$ cat src/rtl/rcvr_uart_bridge.sv
// Receiver-to-host bridge: buffers accepted bytes in a small FIFO and sends them as 8N1 UART.
// Define UART_PARITY_EN to insert an even-parity bit (8E1 framing).
module rcvr_uart_bridge #(
  parameter int CLK_FREQ   = 100_000_000,
  parameter int BAUD       = 9600,
  parameter int FIFO_DEPTH = 16
) (
  input  logic                          clk,
  input  logic                          rst,
  input  logic                          rvalid,
  input  logic [7:0]                    rcvr_data,
  output logic                          rrdy,
  output logic                          txd,
  output logic                          busy,
  output logic [$clog2(FIFO_DEPTH):0]   fifo_count,
  output logic [2:0]                    dbg_state
);

  localparam int BAUD_DIV = CLK_FREQ / BAUD;
  localparam int AW       = $clog2(FIFO_DEPTH);
  localparam int PW       = AW + 1;
  localparam int BW       = (BAUD_DIV > 1) ? $clog2(BAUD_DIV) : 1;
  localparam logic [BW-1:0] BAUD_LAST = BW'(BAUD_DIV - 1);

  typedef enum logic [2:0] {
    S_IDLE   = 3'd0,
    S_START  = 3'd1,
    S_DATA   = 3'd2,
    S_PARITY = 3'd3,
    S_STOP   = 3'd4
  } state_t;

  // Handshake: a byte moves on a rising edge where rvalid && rrdy; rrdy is the
  // inverse of the registered full flag, so a pop never frees a slot in the same cycle.
  logic [7:0]    r_mem [FIFO_DEPTH];
  logic [PW-1:0] r_wr_ptr;
  logic [PW-1:0] r_rd_ptr;
  logic [PW-1:0] r_count;
  logic          r_full;
  logic          r_empty;
  state_t        r_state;
  logic [BW-1:0] r_baud_cnt;
  logic [2:0]    r_bit_idx;
  logic [7:0]    r_shift;
  logic          r_txd;

  logic          w_push;
  logic          w_pop;
  logic          w_baud_done;
  logic [PW-1:0] w_wr_next;
  logic [PW-1:0] w_rd_next;
  logic [PW-1:0] w_count_next;

  assign w_baud_done  = (r_baud_cnt == BAUD_LAST);
  assign w_push       = rvalid && !r_full;
  assign w_pop        = !r_empty &&
                        ((r_state == S_IDLE) || ((r_state == S_STOP) && w_baud_done));
  assign w_wr_next    = r_wr_ptr + PW'(w_push);
  assign w_rd_next    = r_rd_ptr + PW'(w_pop);
  assign w_count_next = w_wr_next - w_rd_next;

  always_ff @(posedge clk) begin
    if (w_push) r_mem[r_wr_ptr[AW-1:0]] <= rcvr_data;
  end

  always_ff @(posedge clk or negedge rst) begin
    if (!rst) begin
      r_wr_ptr   <= '0;
      r_rd_ptr   <= '0;
      r_count    <= '0;
      r_full     <= 1'b0;
      r_empty    <= 1'b1;
      r_state    <= S_IDLE;
      r_baud_cnt <= '0;
      r_bit_idx  <= '0;
      r_shift    <= '0;
      r_txd      <= 1'b1;
    end else begin
      r_wr_ptr <= w_wr_next;
      r_rd_ptr <= w_rd_next;
      r_count  <= w_count_next;
      r_full   <= (w_count_next == PW'(FIFO_DEPTH));
      r_empty  <= (w_count_next == '0);
      if (w_pop) r_shift <= r_mem[r_rd_ptr[AW-1:0]];

      // txd lags the state by one cycle so every bit is a full BAUD_DIV wide.
      case (r_state)
        S_START:  r_txd <= 1'b0;
        S_DATA:   r_txd <= r_shift[r_bit_idx];
        S_PARITY: r_txd <= ^r_shift;
        default:  r_txd <= 1'b1;
      endcase

      case (r_state)
        S_IDLE: begin
          r_baud_cnt <= '0;
          if (!r_empty) r_state <= S_START;
        end
        S_START: begin
          if (w_baud_done) begin
            r_baud_cnt <= '0;
            r_bit_idx  <= '0;
            r_state    <= S_DATA;
          end else begin
            r_baud_cnt <= r_baud_cnt + BW'(1);
          end
        end
        S_DATA: begin
          if (w_baud_done) begin
            r_baud_cnt <= '0;
            if (r_bit_idx == 3'd7) begin
`ifdef UART_PARITY_EN
              r_state <= S_PARITY;
`else
              r_state <= S_STOP;
`endif
            end else begin
              r_bit_idx <= r_bit_idx + 3'd1;
            end
          end else begin
            r_baud_cnt <= r_baud_cnt + BW'(1);
          end
        end
        S_PARITY: begin
          if (w_baud_done) begin
            r_baud_cnt <= '0;
            r_state    <= S_STOP;
          end else begin
            r_baud_cnt <= r_baud_cnt + BW'(1);
          end
        end
        S_STOP: begin
          // A waiting byte is popped in the last stop cycle, giving back-to-back frames.
          if (w_baud_done) begin
            r_baud_cnt <= '0;
            r_state    <= r_empty ? S_IDLE : S_START;
          end else begin
            r_baud_cnt <= r_baud_cnt + BW'(1);
          end
        end
        default: begin
          r_baud_cnt <= '0;
          r_state    <= S_IDLE;
        end
      endcase
    end
  end

  assign rrdy       = !r_full;
  assign txd        = r_txd;
  assign busy       = (r_state != S_IDLE) || !r_empty;
  assign fifo_count = r_count;
  assign dbg_state  = r_state;

endmodule

$ cat config.mk
export PLATFORM = sky130hd
export DESIGN_NAME = rcvr_uart_bridge
export DESIGN_NICKNAME = d
export VERILOG_FILES = /design/src/rtl/rcvr_uart_bridge.sv
export SDC_FILE = /design/constraint.sdc
export NUM_CORES = 1
export LEC_CHECK = 0
export BUFFER_PORTS_ARGS = -buffer_cell sky130_fd_sc_hd__buf_2
export CORE_ASPECT_RATIO = 1.4
export CORE_MARGIN = 4
export CORE_UTILIZATION = 40
export DETAILED_ROUTE_END_ITERATION = 7
export HOLD_SLACK_MARGIN = 0.15
export PLACE_DENSITY = 0.62
export REMOVE_ABC_BUFFERS = 1
export SYNTH_ARGS = -nofsm -noshare
export SYNTH_HDL_FRONTEND = slang
export SYNTH_SLANG_ARGS = --single-unit
$ cat constraint.sdc
create_clock -name clk -period 8.36 [get_ports clk]
set_input_delay 1.254 -clock clk [delete_from_list [all_inputs] [get_ports clk]]
set_output_delay 1.254 -clock clk [all_outputs]
set_load 0.01 [all_outputs]
==> results.py <==
metrics = {
    "status": {
        "status": "complete, no violations",
    },
    "yosys": {
        "syn_avg_cell_area_um2": 17.32,
        "synth_top_area_frac": 0.5401,
        "ys_seq_area_frac": 0.7022,
        "synth_area_leaders": "edfxtp_1 (54%), dfrtp_1 (15%), mux4_2 (11%), ha_1 (1.9%), xnor2_1 (1.8%)",
        "synth_largest_area_cell": "edfxtp_1",
        "synthArstFlopShare": 0.2644,
        "synth_edf_count": 128,
        "ys_ff_latch": 174,
        "yosysMostFrequentCell": "edfxtp_1",
        "ys.flop_type": "edfxtp_1",
        "syn_area_mm2": 0.007117,
        "synth_cells": 411,
        "synthTopCellsByCount": "edfxtp_1 (128), dfrtp_1 (44), mux4_2 (34)",
        "ys_types": 40,
        "yosysWarnings": 0,
    },
    "routing": {
        "num_vias": 3560,
        "drt_pass1_iterations": 4,
        "routed_wirelength_um": 13030,
        "wire_per_inst_um": 18.89,
        "drc": 0,
        "avgViaCountPerCell": 5.159,
        "ant_nets": 0,
        "initialDrtViolationCount": 225,
    },
    "critical_path": {
        "slowest_delay_ns": 0.56,
        "crit_slowest_cell": "or4b_4",
        "endpoint_kind": "register",
        "cp_common_cell": "ha_1",
        "path_max_fanout": 10,
        "r2r_slack_ns": 4.41,
        "path_cells": "or4b_4, nor4_4, nor2b_2, nor4_4, ha_1, ha_1, xnor2_1, ha_1, a21o_1, a21oi_1, xor3_1, nor4_1",
        "start_kind": "register",
        "reg2reg_to": "r_empty",
        "worstPathRequired_ns": 8.69,
        "r2r_start": "r_baud_cnt[9]",
        "timing.critical_path.buf_inv": 0,
        "critical_path.top_delay_family": "simple AND/OR/NAND/NOR gates",
        "worstSetupPathType": "reg2reg",
        "cp.arrival_ns": 4.28,
        "cp.depth": 12,
        "reg2reg_depth": 12,
    },
    "finish": {
        "nets": 464,
        "drive_above_1_share": 0.2445,
        "fin_util": 0.4631,
        "final_area_mm2": 0.008059,
        "syn_to_final_growth_pct": 13.24,
        "num_antenna_cells": 0,
        "final_cells": 690,
    },
    "sta": {
        "timing.final.crit_share": 0.4723,
        "finalCriticalPeriod_ns": 3.948,
        "tightestPinTransition_ns": 1.014,
        "drv_slew": 0,
        "holdWs_ns": 0.4874,
        "max_slew_margin": 0.3238,
        "hold_viol_final": 0,
        "fin_skew_ns": 0.007053,
        "rsz0062_at_grt": "false",
        "setup_viol": 0,
        "setup_tns_ns": 0,
        "max_freq_mhz": 253.3,
    },
    "cts": {
        "numCtsBuffers": 17,
        "worstSkewPairLatency_ns": 0.42,
        "cts_tree": "built",
        "ctsLongestPathBuffers": 2,
        "post_cts_resized": 0,
        "holdBufCountCts": 0,
        "htree_levels": 4,
        "cts_sinks": 174,
        "post_cts_buffers": 0,
        "ctsRootBufferMaster": "clkbuf_16",
        "path_clk_slew_ns": 0.07,
    },
    "place": {
        "io_buffers": 21,
        "place_area_mm2": 0.007497,
        "dpl.hpwl_um": 8628,
        "gp_congestion": 0.7754,
        "dp_cells": 658,
    },
    "floorplan": {
        "fp.coreArea_mm2": 0.01740,
        "num_io_pins": 22,
        "die_y_um": 165.8,
        "initial_core_util": 0.4090,
        "die-area_mm2": 0.02002,
        "dieWidth_um": 120.7,
        "rows": 57,
    },
    "power": {
        "seqPwrFrac": 0.505,
        "p_sw_w": 0.0005524,
        "netSwitchingFraction": 0.2601,
        "powerDensity_mw_per_mm2": 263.6,
        "power_frac_clock": 0.352,
        "p_leak_nw": 2.854,
        "internal_power_w": 0.001572,
        "pwr-share-comb": 0.143,
        "peakVddDrop_v": 0.0001616,
    },
    "grt": {
        "first_global_vias": 3767,
        "grt_overflow_total": 0,
        "grt_start_max_net_pins": 47,
        "grt_pass1_wl_um": 21020,
        "globalRouteTotalUtil": 0.1398,
        "antenna_found_initial": 0,
    },
    "run": {
        "drv_cap": 0,
    },
    "min_path": {
        "hold-path-cell-count": 1,
        "worstHoldStart": "r_rd_ptr[4]",
        "whs_endpoint": "r_rd_ptr[4]",
        "hp-class": "reg2reg",
    },
}
## stage by stage
| stage | setup WS, ns | power, W |
|---|---|---|
| CTS | 4.381 | 0.002153 |
| global route | 4.107 | 0.002219 |
| floorplan | 4.865 | 0.001290 |
| global placement | 4.569 | 0.001387 |
| finish | 4.412 | 0.002124 |
| detailed placement | 4.413 | 0.001403 |
## registers in the layout, summed over array words and instances, names as in the netlist
name and flops:
r_full 1, r_empty 1, r_baud_cnt 14, r_rd_ptr 5
r_bit_idx 3, r_mem 128, dbg_state 3, fifo_count 5
r_shift 8, txd 1, r_wr_ptr 5
## power by group through the flow
| stage | clock [W] | sequential, W | combinational (W) |
|---|---|---|---|
| final | 0.000747 | 0.00107 | 0.000304 |
| after global routing | 0.000803 | 0.00108 | 0.000336 |
| after CTS | 0.000767 | 0.00107 | 0.000313 |
| after detailed placement | 0 | 0.00109 | 0.000312 |
| after global placement | 0 | 0.00108 | 0.000302 |
| after floorplan | 0 | 0.00109 | 0.000205 |
## final cells by class
| class | count | area, um2 |
|---|---|---|
| fill | 1534 | 9343 |
| tap | 236 | 295.3 |
| multi-input combinational | 210 | 2014 |
| clock inverter | 15 | 136.4 |
| inverter | 12 | 45.04 |
| sequential | 174 | 5000 |
| timing repair buffer | 26 | 142.6 |
| clock buffer | 17 | 425.4 |
## placed cells by master, fill, tap and decap left out, types with 6 or more instances in the layout
master / count
mux2_2: 9
buf_2: 21
dfrtp_1: 42
o21ai_0: 6
xnor2_1: 15
nand2_1: 20
mux4_2: 34
a22oi_1: 16
ha_1: 11
xor2_1: 11
nor2_1: 28
edfxtp_1: 128
clkbuf_16: 17
nand3_1: 9
inv_1: 12
a21oi_1: 6
## worst register-to-register path, stage by stage (launching register included)
cell and delay [ns]:
dfrtp_1 0.45, or4b_4 0.56, nor4_4 0.36, nor2b_2 0.11
nor4_4 0.51, ha_1 0.31, ha_1 0.20, xnor2_1 0.17
ha_1 0.31, a21o_1 0.17, a21oi_1 0.15, xor3_1 0.27
nor4_1 0.30
## logic make-up after synthesis
logic type / synth area share
AO/OA/AOI/OAI: 0.03112
XOR/XNOR: 0.03534
adder cells (fa/ha/maj): 0.02215
buffers and inverters: 0.01477
flip-flops: 0.7022
multiplexers: 0.1232
AND/OR/NAND/NOR: 0.07120
## layer usage
layer / vias to the layer above / global-route usage / wire length, um
met1: 1840 / 0.1623 / 5160
li1: 1645 / - / -
met5: - / 0 / 0
met4: 0 / 0.05424 / 218
met2: 57 / 0.2495 / 7273
met3: 18 / 0.03101 / 378
## worst max path at each step
stage                  start  endpoint
4_1_cts        r_baud_cnt[9]   r_empty
5_1_grt        r_baud_cnt[9]   r_empty
3_3_place_gp   r_baud_cnt[4]   r_empty
6_report       r_baud_cnt[9]   r_empty
3_5_place_dp   r_baud_cnt[9]   r_empty
2_1_floorplan  r_baud_cnt[9]   r_empty
No activity file was read; power rests on OpenSTA's default activity.
